**src/rtl/kernel_loader.sv**
```systemverilog
// Coefficient loader: on a frame-start pulse, streams a 5x5 or 11x11 kernel
// from its ROM to the filter over a valid/ready handshake.
module kernel_loader #(
    parameter int DATA_W = 8
) (
    input  logic              clk,
    input  logic              rst,
    input  logic              frame_en,
    input  logic [1:0]        mode_sel,
    output logic              rom_rd_en,
    output logic [4:0]        rom5_addr,
    output logic [6:0]        rom11_addr,
    input  logic [DATA_W-1:0] rom5_data,
    input  logic [DATA_W-1:0] rom11_data,
    output logic              coef_valid,
    input  logic              coef_ready,
    output logic [DATA_W-1:0] coef_data,
    output logic [6:0]        coef_idx,
    output logic              busy,
    output logic              load_done,
    output logic [1:0]        active_kernel
);

    typedef enum logic [1:0] {IDLE, FETCH, PRESENT, DONE} state_t;

    localparam logic [1:0] MODE_NONE = 2'b00;
    localparam logic [1:0] MODE_5    = 2'b01;
    localparam logic [1:0] MODE_11   = 2'b10;
    localparam logic [6:0] LAST_5    = 7'd24;
    localparam logic [6:0] LAST_11   = 7'd120;

    state_t            state_r;
    logic [6:0]        idx_r;
    logic [1:0]        load_mode_r;
    logic [1:0]        active_kernel_r;
    logic              rom_rd_en_r;
    logic [4:0]        rom5_addr_r;
    logic [6:0]        rom11_addr_r;
    logic              coef_valid_r;
    logic [6:0]        coef_idx_r;
    logic              busy_r;
    logic              load_done_r;

    logic [6:0]        idx_inc_s;
    logic [6:0]        last_idx_s;
    logic              start_s;
    logic [DATA_W-1:0] coef_data_s;

    assign idx_inc_s  = idx_r + 7'd1;
    assign last_idx_s = (load_mode_r == MODE_11) ? LAST_11 : LAST_5;
    assign start_s    = frame_en && (mode_sel == MODE_5 || mode_sel == MODE_11)
                        && (mode_sel != active_kernel_r);

    // ROM data only arrives during PRESENT, so the offered word is a gated mux
    // of the ROM outputs (which the ROM holds while rd_en is low).
    always_comb begin
        coef_data_s = {DATA_W{1'b0}};
        if (coef_valid_r) begin
            if (load_mode_r == MODE_11) begin
                coef_data_s = rom11_data;
            end else begin
                coef_data_s = rom5_data;
            end
        end else begin
            coef_data_s = {DATA_W{1'b0}};
        end
    end

    // Load sequencer: state, index and all registered outputs.
    always_ff @(posedge clk or posedge rst) begin
        if (rst) begin
            state_r         <= IDLE;
            idx_r           <= 7'd0;
            load_mode_r     <= MODE_NONE;
            active_kernel_r <= MODE_NONE;
            rom_rd_en_r     <= 1'b0;
            rom5_addr_r     <= 5'd0;
            rom11_addr_r    <= 7'd0;
            coef_valid_r    <= 1'b0;
            coef_idx_r      <= 7'd0;
            busy_r          <= 1'b0;
            load_done_r     <= 1'b0;
        end else begin
            case (state_r)
                IDLE: begin
                    load_done_r <= 1'b0;
                    if (start_s) begin
                        load_mode_r  <= mode_sel;
                        idx_r        <= 7'd0;
                        rom_rd_en_r  <= 1'b1;
                        rom5_addr_r  <= 5'd0;
                        rom11_addr_r <= 7'd0;
                        busy_r       <= 1'b1;
                        state_r      <= FETCH;
                    end else if (frame_en && mode_sel == MODE_NONE) begin
                        active_kernel_r <= MODE_NONE;
                    end
                end
                FETCH: begin
                    rom_rd_en_r  <= 1'b0;
                    coef_valid_r <= 1'b1;
                    coef_idx_r   <= idx_r;
                    state_r      <= PRESENT;
                end
                PRESENT: begin
                    if (coef_ready) begin
                        coef_valid_r <= 1'b0;
                        if (idx_r == last_idx_s) begin
                            active_kernel_r <= load_mode_r;
                            busy_r          <= 1'b0;
                            load_done_r     <= 1'b1;
                            state_r         <= DONE;
                        end else begin
                            idx_r        <= idx_inc_s;
                            rom_rd_en_r  <= 1'b1;
                            rom5_addr_r  <= (load_mode_r == MODE_5)  ? idx_inc_s[4:0] : 5'd0;
                            rom11_addr_r <= (load_mode_r == MODE_11) ? idx_inc_s      : 7'd0;
                            state_r      <= FETCH;
                        end
                    end
                end
                DONE: begin
                    load_done_r <= 1'b0;
                    state_r     <= IDLE;
                end
                default: begin
                    rom_rd_en_r  <= 1'b0;
                    coef_valid_r <= 1'b0;
                    busy_r       <= 1'b0;
                    load_done_r  <= 1'b0;
                    state_r      <= IDLE;
                end
            endcase
        end
    end

    assign rom_rd_en     = rom_rd_en_r;
    assign rom5_addr     = rom5_addr_r;
    assign rom11_addr    = rom11_addr_r;
    assign coef_valid    = coef_valid_r;
    assign coef_data     = coef_data_s;
    assign coef_idx      = coef_idx_r;
    assign busy          = busy_r;
    assign load_done     = load_done_r;
    assign active_kernel = active_kernel_r;

endmodule

```
**config.mk**
```make
export PLATFORM = sky130hd
export DESIGN_NAME = kernel_loader
export DESIGN_NICKNAME = d
export VERILOG_FILES = /design/src/rtl/kernel_loader.sv
export SDC_FILE = /design/constraint.sdc
export NUM_CORES = 1
export LEC_CHECK = 0
export ABC_CLOCK_PERIOD_IN_PS = 3800
export CORE_MARGIN = 2
export CORE_UTILIZATION = 60
export DETAILED_ROUTE_END_ITERATION = 7
export DONT_BUFFER_PORTS = 1
export GPL_ROUTABILITY_DRIVEN = 0
export PLACE_DENSITY = 0.78
export SYNTH_ARGS = -nofsm -noshare
export SYNTH_HDL_FRONTEND = slang
export SYNTH_SLANG_ARGS = --single-unit
export TNS_END_PERCENT = 20
```
**constraint.sdc**
```tcl
create_clock -name clk -period 3.8 [get_ports clk]
set_clock_uncertainty 0.2 [all_clocks]
set_input_delay 0.57 -clock clk [delete_from_list [all_inputs] [get_ports clk]]
set_output_delay 0.57 -clock clk [all_outputs]
set_load 0.005 [all_outputs]
```
==> impl_results.md, run 1 <==
* Die footprint at 3650 um^2
* Netlist cell types at 36
* Largest net degree at the start of global routing at 37
* Tightest slew margin relative to the limit at 0.140
* Antenna diodes at 0
* Critical path type: flip-flop to flip-flop
* DR vias/cell at between 6 and 7
* Max Fclk at 341 MHz
* Clock share of power at 0.205
* Global routing usage on met2 at 0.446
* Crit share post-route at 0.771
* RSZ-0062 raised after global routing: no
* Die outline height at ~60 um
* Mean routed wirelength per cell at ~17 um
* Post-route ant nets at 0
* Crit path from: state_r[0]$_DFFE_PP0P_
* Yosys top cell area share at 0.472
* CTS tree: built
* Worst r2r src: state_r[0]$_DFFE_PP0P_
* I/O pins at 55
* Worst skew pair latency at 0.36 ns
* Max_cap viols at 0
* Area delta synth->final at 5.51%
* Post-CTS sizing at 0
* Clk buf depth at 2
* Placed insts at 228
* Routed WL at 4.12 mm
* WP depth at 5
* Worst Path Buf+Inv at 2
* Met1 Use GR at 0.276
* Worst setup path end: rom11_addr[5]$_DFFE_PP0P_
* Pins over their slew limit at 0
* TritonRoute pass-1 iters at 4
* Worst Setup Start Kind: flip-flop
* Status: finished clean
* Total leakage power at 0.972 nW
* R2R cell count at 5
* Detailed Place HPWL at 3.04 mm
* Worst VDD drop at 339 uV
* Initial antenna violation count at 0
* HP Class: primary input to flip-flop
* Core Box Area at 3030 um^2
* Crit end category: flip-flop
* Grt peak-use layer: met2
* Flop pwr share at 0.391
* Synth warn at 0
* Reg clk slew, reported paths at 0.12 ns
* RR Endpoint: rom11_addr[5]$_DFFE_PP0P_
* Mapped Nets at 220
* Row count at 20
* Routed vias at 1484
* Ranking of synthesized cells by area: dfrtp_1, mux2_2, nand2_1
* Synth area leader: dfrtp_1
* Initial Util at 0.630
* Total Nets Final at 221
* Hold slack at 0.0832 ns
* Gate Count Post-Synth at roughly 190
* Gr usage total at 0.248
* CP max stage delay at 1.06 ns
* Worst Tran Pin Value at 1.28 ns
* Min Clock Period, post-route at 2.93 ns
* Mean post-synth cell area at 9.98 um^2
* Switching portion of total power at 0.420
* Synthesis-stage register bit count at 36
* CTS buffer count at 5
* FF-to-FF setup slack at 0.87 ns
* Post-route setup TNS at 0 ns
* P_sw at 562 uW
* Pint at 775 uW
* Worst path required time at 3.89 ns
* Syn Std Cell Area at 1910 um^2
* Final setup violating endpoints at 0
* CP Cell Sequence: inv_1, ha_1, inv_1, nor3_1, a32o_1
* DR DRC count at 0
* Power Density at 664 nW/um^2
* Cell family with most CP delay: simple AND/OR/NAND/NOR gates
* Overall Power at ~1.3 mW
* Die width at 60.4 um
* H-tree Lvls at 2
* First-pass GRT wire length at 6.59 mm
* Non-filler cells, final at 237
* CP max FO at 17
* Most frequent CP cell: inv_1
* Share of post-route cells with drive strength above 1 at 0.124
* Vias in the first global route at between 1000 and 1500
* Initial DRC Count at 51
* CTS sink count at 36
* Fillers at 240
* Hold Crit Start: coef_ready
* CTS root buffer: clkbuf_4
* Comb pwr share at 0.404
* Seq/Total Area, Yosys at 0.472
* M3 GR Usage at 0.0682
* Final hold vios at 0
* Signal arrival time at the worst endpoint at 3.02 ns
* PortBufs at 0
* GRT Residual Overflow at 0
* CP max-delay cell: nor3_1
-- flip-flops by register name, summed over array words and instances, names as in the netlist --
signal         cells
load_mode_r        2
load_done          1
coef_idx           7
state_r            2
rom_rd_en          1
coef_valid         1
rom5_addr          5
active_kernel      2
busy               1
idx_r              7
rom11_addr         7
-- worst reg2reg max path, stage by stage, from the launching register on --
cell and delay, ns:
dfrtp_1 0.45, inv_1 0.10, ha_1 0.52, inv_1 0.22, nor3_1 1.06, a32o_1 0.31
-- timing repair --
action                    CTS  global route
hold buffers                1             0
hold endpoints to repair    8             0
setup buffers               0             0
-- layout by cell type, fill, tap and decap left out, drive strengths merged, types with 2 or more instances in the layout --
master / instances
nand3: 6
clkinv: 2
xnor2: 3
a31oi: 4
nor3b: 2
o21ai: 5
and3: 8
a22o: 4
clkbuf: 5
dfrtp: 36
o221ai: 3
o22ai: 2
a32o: 8
mux2: 11
ha: 7
nor2: 7
or2: 2
nand2: 27
nand2b: 5
a21oi: 14
inv: 13
nor2b: 3
-- layer usage --
layer,part of all wire,vias up,routed length [um]
met1,0.39,718,1610
met5,0,-,0
met2,0.50,74,2040
met3,0.095,8,389
li1,-,684,-
met4,0.018,0,74
-- through the flow --
stage               utilization  worst slack [ns]  area (um^2)
finish                    0.664             0.871         2010
CTS                       0.664             0.915         2010
floorplan                     -              1.52         1910
global placement          0.635             0.972         1920
detailed placement        0.635             0.761         1920
global route              0.664             0.709         2010
-- final cells by class --
| type | count | area, um^2 | share of cell area |
|---|---|---|---|
| Inverter | 14 | 52.6 | 0.0261 |
| Clock buffer | 5 | 37.5 | 0.0187 |
| Clock inverter | 3 | 42.5 | 0.0211 |
| Sequential cell | 36 | 901 | 0.448 |
| Multi-Input combinational cell | 133 | 906 | 0.450 |
| Tap cell | 44 | 55.1 | 0.0274 |
| Timing Repair Buffer | 2 | 17.5 | 0.00871 |
-- cell usage after synthesis --
cell and instances:
mux2i_1 1, nand2_1 27, xnor2_1 3, nand2b_1 5, inv_1 13, ha_1 7
nand4_1 1, o21ai_0 5, o211ai_1 1, nor3_1 1, nor2_1 7, nor3b_1 2
dfrtp_1 36, clkbuf_1 4, a22o_1 4, o221ai_1 3, a32o_1 8, nor2b_1 3
buf_2 2, mux2_2 11, nand3_1 6, o21bai_1 1, a21oi_1 14, a21o_1 1
o22ai_1 2, a31oi_1 4, o2bb2ai_1 1, buf_6 2, and3_1 8, or2_2 2
clkinv_1 1, o22a_1 1, xor2_1 1, a21bo_2 1, a211o_1 1, a211oi_4 1
-- worst min-delay path by stage --
stage | cells past startpoint | slack (ns) | to
floorplan | 1 | 0.27 | load_done$_DFFE_PP0P_
global placement | 1 | 0.29 | load_done$_DFFE_PP0P_
detailed placement | 1 | 0.30 | load_done$_DFFE_PP0P_
CTS | 1 | 0.08 | coef_valid$_DFFE_PP0P_
global route | 1 | 0.09 | coef_valid$_DFFE_PP0P_
finish | 1 | 0.08 | coef_valid$_DFFE_PP0P_
-- cell families (layout without fill, tap and decap cells) --
group                    Yosys count  after routing  share of synthesized area
XOR/XNOR                           4              4                     0.0184
AND/OR/NAND/NOR                   62             62                      0.156
AO/OA/AOI/OAI                     48             48                      0.185
adder cells (fa/ha/maj)            7              7                     0.0459
multiplexers                      12             12                     0.0702
flip-flops                        36             36                      0.472
buffers and inverters             22             24                     0.0525
-- power by group through the flow --
stage,clock [mW],sequential [mW],combinational [mW]
floorplan,0,0.508,0.459
global placement,0,0.525,0.515
detailed placement,0,0.530,0.535
CTS,0.275,0.522,0.539
global route,0.289,0.535,0.602
finish,0.274,0.522,0.540
(Power assumes the default switching activity.)
==> run 2: changes to the inputs <==
- ABC_CLOCK_PERIOD_IN_PS: 3800 -> 3000
- clock period: 3.8 -> 3 ns (I/O delays scaled with it)
==> run 2 against run 1 <==
  * Utilization up 1.7 points
  * Via count down 0.13%
  * Final area up 2.6%
  * Worst setup slack got worse by 0.30 ns
  * Total power increased by 32%
  * Critical path depth increased by 1
  * Fmax up 21%
  * Clock power is 42% higher
  * Wire length increased by 1.8%
  * Die area unchanged
  * Critical path type unchanged
  * Largest cell class unchanged
==> impl_results.md, run 2 (same netlist as run 1, synthesis figures left out) <==
* Status: finished clean
* TritonRoute pass-1 iters at 4 (unchanged)
* DP Area at 1940 um^2 (+1.2%)
* Total leakage power at 1.00 nW (+3.2%)
* I/O pins at 55 (unchanged)
* Signal arrival time at the worst endpoint at 2.52 ns (-0.50 ns)
* Gr usage total at 0.264 (+0.0162)
* Cell area after layout at 2060 um^2 (+2.6%)
* Crit share post-route at 0.808 (+0.0375)
* Initial Util at 0.630 (unchanged)
* Max_cap viols at 0 (unchanged)
* CP max stage delay at 0.56 ns (-0.50 ns)
* First-pass GRT wire length at 6.99 mm (+6.1%)
* DR vias/cell at 6.15 (-1.8%)
* HP Class: primary input to flip-flop
* Reg clk slew, reported paths at 0.11 ns (about the same)
* Max Fclk at 412 MHz (+21%)
* Die footprint at 3650 um^2 (unchanged)
* Leading cell type in the layout, fill and taps excluded: dfrtp_1
* Worst Tran Pin Value at 0.680 ns (-0.600 ns)
* Pins over their slew limit at 0 (unchanged)
* CP max-delay cell: nor3b_1
* Die outline height at 60.4 um (unchanged)
* Share of post-route cells with drive strength above 1 at 0.142 (+0.0178)
* Post-route ant nets at 0 (unchanged)
* Postcts setup bufs at 0 (unchanged)
* CTS tree: built
* Clk buf depth at 2 (unchanged)
* Mean routed wirelength per cell at 17.4 um (+0.13%)
* GRT Residual Overflow at 0 (unchanged)
* Area delta synth->final at 8.27%
* Fillers at 234 (-2.5%)
* CP Cell Sequence: inv_1, ha_1, nor3b_1, a21bo_2, a211o_1, a22o_1
* Initial DRC Count at 45 (-12%)
* DR DRC count at 0 (unchanged)
* Worst Path Buf+Inv at 1 (-1)
* Final setup violating endpoints at 0 (unchanged)
* CTS buffer count at 5 (unchanged)
* Final hold vios at 0 (unchanged)
* CTS root buffer: clkbuf_4
* Power Density at 856 nW/um^2 (+29%)
* Tightest slew margin relative to the limit at 0.546 (+0.406)
* RSZ-0062 raised after global routing: no
* Core Box Area at 3030 um^2 (unchanged)
* Largest net degree at the start of global routing at 20 (-46%)
* CTS sink count at 36 (unchanged)
* Crit end category: flip-flop
* Critical path type: flip-flop to flip-flop
* Most frequent cells in the layout: dfrtp_1, nand2_1, a21oi_1
* Row count at 20 (unchanged)
* Detailed Place HPWL at 3.04 mm (about the same)
* CP max FO at 11 (-6)
* Worst path required time at 3.10 ns (-0.79 ns)
* PortBufs at 0 (unchanged)
* Routed vias at 1482 (-0.13%)
* Antenna diodes at 0 (unchanged)
* Post-route setup TNS at 0 ns (unchanged)
* Worst VDD drop at 421 uV (+24%)
* Final core occ at 0.682 (+0.0174)
* H-tree Lvls at 2 (unchanged)
* Worst Setup Start Kind: flip-flop
* Total Nets Final at 225 (+1.8%)
* Cell family with most CP delay: compound AO/OA/AOI/OAI gates
* Min Clock Period, post-route at 2.42 ns (-0.504 ns)
* Worst skew pair latency at 0.36 ns (about the same)
* Routed WL at 4.19 mm (+1.8%)
* Vias in the first global route at 1548 (+5.3%)
* Die width at 60.4 um (unchanged)
* Initial antenna violation count at 0 (unchanged)
[run 2: metrics by stage]
stage | hold WS [ns] | cells | power [mW] | setup slack [ns]
floorplan | 0.273 | 191 | 1.22 | 0.835
global placement | 0.270 | 231 | 1.33 | 0.477
detailed placement | 0.280 | 231 | 1.37 | 0.313
CTS | 0.0659 | 241 | 1.76 | 0.287
global route | 0.0890 | 241 | 1.90 | 0.391
finish | 0.0673 | 241 | 1.77 | 0.575
[run 2: worst reg2reg max path, delay by kind of cell, from the launching register on]
family                     cells  cell delay, ns
adders and majority gates      1            0.18
DFF                            1            0.42
AOI/OAI and AO/OA              3            0.85
and+or+nand+nor                1            0.56
buffers and inverters          1            0.15
[run 2: layout make-up]
type | instances | area (um^2) | area share
clock buffers | 7 | 65.1 | 0.0315
clock inverters | 1 | 30.0 | 0.0145
inverters | 14 | 52.6 | 0.0255
well taps | 44 | 55.1 | 0.0267
flip-flops and latches | 36 | 901 | 0.436
repair buffers | 6 | 50.0 | 0.0242
multi-input cells | 133 | 911 | 0.441
[run 2: worst paths after layout]
check                                            from                         end  slack, ns  cells after the start
min in group asynchronous                         rst    rom5_addr[0]$_DFFE_PP0P_       0.42                      2
worst min register to register  load_done$_DFFE_PP0P_       load_done$_DFFE_PP0P_       0.32                      1
worst max-delay path             idx_r[0]$_DFFE_PP0P_        idx_r[5]$_DFFE_PP0P_       0.58                      6
worst max register to register   idx_r[0]$_DFFE_PP0P_        idx_r[5]$_DFFE_PP0P_       0.58                      6
worst min-delay path                      mode_sel[1]  load_mode_r[1]$_DFFE_PP0P_       0.07                      2
max in group asynchronous                         rst     coef_idx[4]$_DFFE_PP0P_       1.48                      3
[run 2: layer usage]
layer	global-route usage	routed length, um	vias up
met4	0.143	76	0
met2	0.436	2110	67
li1	-	-	690
met1	0.319	1700	717
met5	0	0	-
met3	0.0640	307	8
[run 2: power breakdown]
group	internal (mW)	total, mW	switching (mW)
Combinational	0.257	0.722	0.465
Clock	0.221	0.388	0.166
Sequential	0.569	0.657	0.0874
Total	1.05	1.77	0.719
[run 2: repair_timing]
action | CTS | global route
hold endpoints to repair | 19 | 0
hold buffers | 2 | 0
setup endpoints to repair | 0 | 9
gates resized for setup | 0 | 1
==> run 3: changes to the inputs <==
- ABC_CLOCK_PERIOD_IN_PS: 3000 -> 2300
- clock period: 3 -> 2.3 ns (I/O delays scaled with it)
==> run 3 against run 2 <==
  * Count of clock-buffer cells in the layout down 1
  * Register-to-register slack worse by 0.45 ns
  * Via count rose by 5.2%
  * Critical path depth up 3
  * Sequential share of layout area down 2.8 points
  * Combinational power is 61% higher
  * Worst setup slack got worse by 0.51 ns
  * Hold slack better by 0.068 ns
  * First-iteration DRC count increased by 16%
  * Total power rose by 38%
  * Critical path type is now primary input to flip-flop
  * Highest routed layer unchanged
==> impl_results.md, run 3 (same netlist as run 1, synthesis figures left out) <==
* Row count at 20 (unchanged)
* Gr usage total at 0.268 (+0.00437)
* Leading cell type in the layout, fill and taps excluded: dfrtp_1
* CTS buffer count at 5 (unchanged)
* Mean routed wirelength per cell at 16.8 um (-3.3%)
* Postcts setup bufs at 0 (unchanged)
* Vias in the first global route at 1525 (-1.5%)
* Non-filler cells, final at 260 (+7.9%)
* Routed WL at 4.37 mm (+4.3%)
* Die outline height at 60.4 um (unchanged)
* Share of post-route cells with drive strength above 1 at 0.218 (+0.0755)
* Most frequent cells in the layout: dfrtp_1, nand2_1, buf_4
* Total Nets Final at 244 (+8.4%)
* Crit end category: flip-flop
* Max_cap viols at 0 (unchanged)
* CP max FO at 5 (-6)
* Worst skew pair latency at 0.35 ns (about the same)
* First-pass GRT wire length at 7.10 mm (+1.6%)
* Clk buf depth at 2 (unchanged)
* Worst VDD drop at 685 uV (+62%)
* Min Clock Period, post-route at 2.24 ns
* Final hold vios at 0 (unchanged)
* RSZ-0062 raised after global routing: yes
* Worst setup margin at 0.0624 ns (-0.513 ns)
* HP Class: primary input to flip-flop
* Die footprint at 3650 um^2 (unchanged)
* Max Fclk at ~450 MHz
* TritonRoute pass-1 iters at 4 (unchanged)
* DR vias/cell at 6.00 (-2.5%)
* I/O pins at 55 (unchanged)
* Crit share post-route at 0.973
* Initial antenna violation count at 0 (unchanged)
* Worst Tran Pin Value at 0.473 ns (-0.207 ns)
* Detailed Place HPWL at 3.21 mm (+5.6%)
* H-tree Lvls at 2 (unchanged)
* PortBufs at 0 (unchanged)
* Place WS at -0.171 ns (-0.484 ns)
* Initial DRC Count at 52 (+16%)
* Die width at 60.4 um (unchanged)
* Final setup violating endpoints at 0 (unchanged)
* Pins over their slew limit at 0 (unchanged)
* Core Box Area at 3030 um^2 (unchanged)
* Area delta synth->final at 15.7%
* Initial Util at 0.630 (unchanged)
* R2R cell count at 7 (+1)
* DR DRC count at 0 (unchanged)
* FF+latch area at 901 um^2 (unchanged)
* CTS root buffer: clkbuf_4
* Routed vias at 1559 (+5.2%)
* Post-route ant nets at 0 (unchanged)
* Fillers at 214 (-8.5%)
* Antenna diodes at 0 (unchanged)
* Largest net degree at the start of global routing at 37 (+85%)
* Worst path required time at 2.35 ns (-0.75 ns)
* Power Density at 1100 nW/um^2 (+29%)
* Metal2 WL at 2.12 mm (+0.62%)
* CTS tree: built
* Signal arrival time at the worst endpoint at 2.29 ns (-0.23 ns)
* CTS sink count at 36 (unchanged)
* Hold path depth at 4 (+2)
* Multi-input logic area at 925 um^2 (+1.5%)
* Max Used Layer: met4
* Worst Setup Start Kind: primary input
* Tightest slew margin relative to the limit at 0.685 (+0.139)
* Placed insts at 248 (+7.4%)
* Total leakage power at 1.09 nW (+8.6%)
* Critical path type: primary input to flip-flop
* Status: finished clean
* DRT met1 WL at 1.87 mm (+10%)
* Reg clk slew, reported paths at 0.11 ns (about the same)
* GRT Residual Overflow at 0 (unchanged)
* Metal3 WL at 317 um (+3.3%)
run 3: per-layer routing:
layer / track usage / up-vias
li1: - / 723
met1: 0.335 / 758
met2: 0.443 / 70
met3: 0.0874 / 8
met4: 0.0889 / 0
met5: 0 / -
run 3: area by class of cell:
| cell class | instances | share of cell area |
|---|---|---|
| Clock buffer | 6 | 0.0187 |
| Sequential cell | 36 | 0.408 |
| Timing Repair Buffer | 25 | 0.0896 |
| Tap cell | 44 | 0.0249 |
| Inverter | 14 | 0.0238 |
| Multi-Input combinational cell | 133 | 0.419 |
| Clock inverter | 2 | 0.0159 |
run 3: timing repair:
action / in CTS / in global routing
pin swaps: 0 / 0
setup endpoints to repair: 11 / 24
cloned: 0 / 0
hold endpoints to repair: 39 / 0
resized for setup: 1 / 4
hold buffers: 4 / 0
run 3: path summary, 6_finish.rpt:
kind / start / end / slack [ns]
max: mode_sel[0] / rom11_addr[3]$_DFFE_PP0P_ / 0.06
max reg2reg: idx_r[0]$_DFFE_PP0P_ / rom11_addr[3]$_DFFE_PP0P_ / 0.13
max in group asynchronous: rst / coef_idx[5]$_DFFE_PP0P_ / 1.27
min: coef_ready / idx_r[0]$_DFFE_PP0P_ / 0.14
min in group asynchronous: rst / active_kernel[0]$_DFFE_PP0P_ / 0.32
min reg2reg: load_done$_DFFE_PP0P_ / load_done$_DFFE_PP0P_ / 0.32
run 3: stage by stage:
step           area [um^2]  hold WS (ns)  power [mW]  TNS (ns)   util
2_1_floorplan         1910         0.244        1.60         0      -
3_3_place_gp          2070         0.155        1.89    -0.677  0.684
3_5_place_dp          2070         0.164        1.96     -1.61  0.684
4_1_cts               2190         0.133        2.41         0  0.724
5_1_grt               2210         0.139        2.62  -0.00523  0.729
6_report              2210         0.135        2.43         0  0.729
run 3: where the power goes:
| group | internal, mW | total (mW) | switching, mW | leakage [nW] |
|---|---|---|---|---|
| Clock | 0.228 | 0.447 | 0.219 | 0.0422 |
| Combinational | 0.470 | 1.16 | 0.685 | 0.567 |
| Sequential | 0.742 | 0.828 | 0.0857 | 0.479 |
| Total | 1.44 | 2.43 | 0.991 | 1.09 |
run 3: critical path, cell delays in order:
cell and delay, ns:
dlygate4sd3_1 0.54, inv_1 0.05, ha_1 0.27, nand2_1 0.06, a21oi_2 0.12, nor2_1 0.09
buf_4 0.15, a211oi_4 0.27, mux2_2 0.38
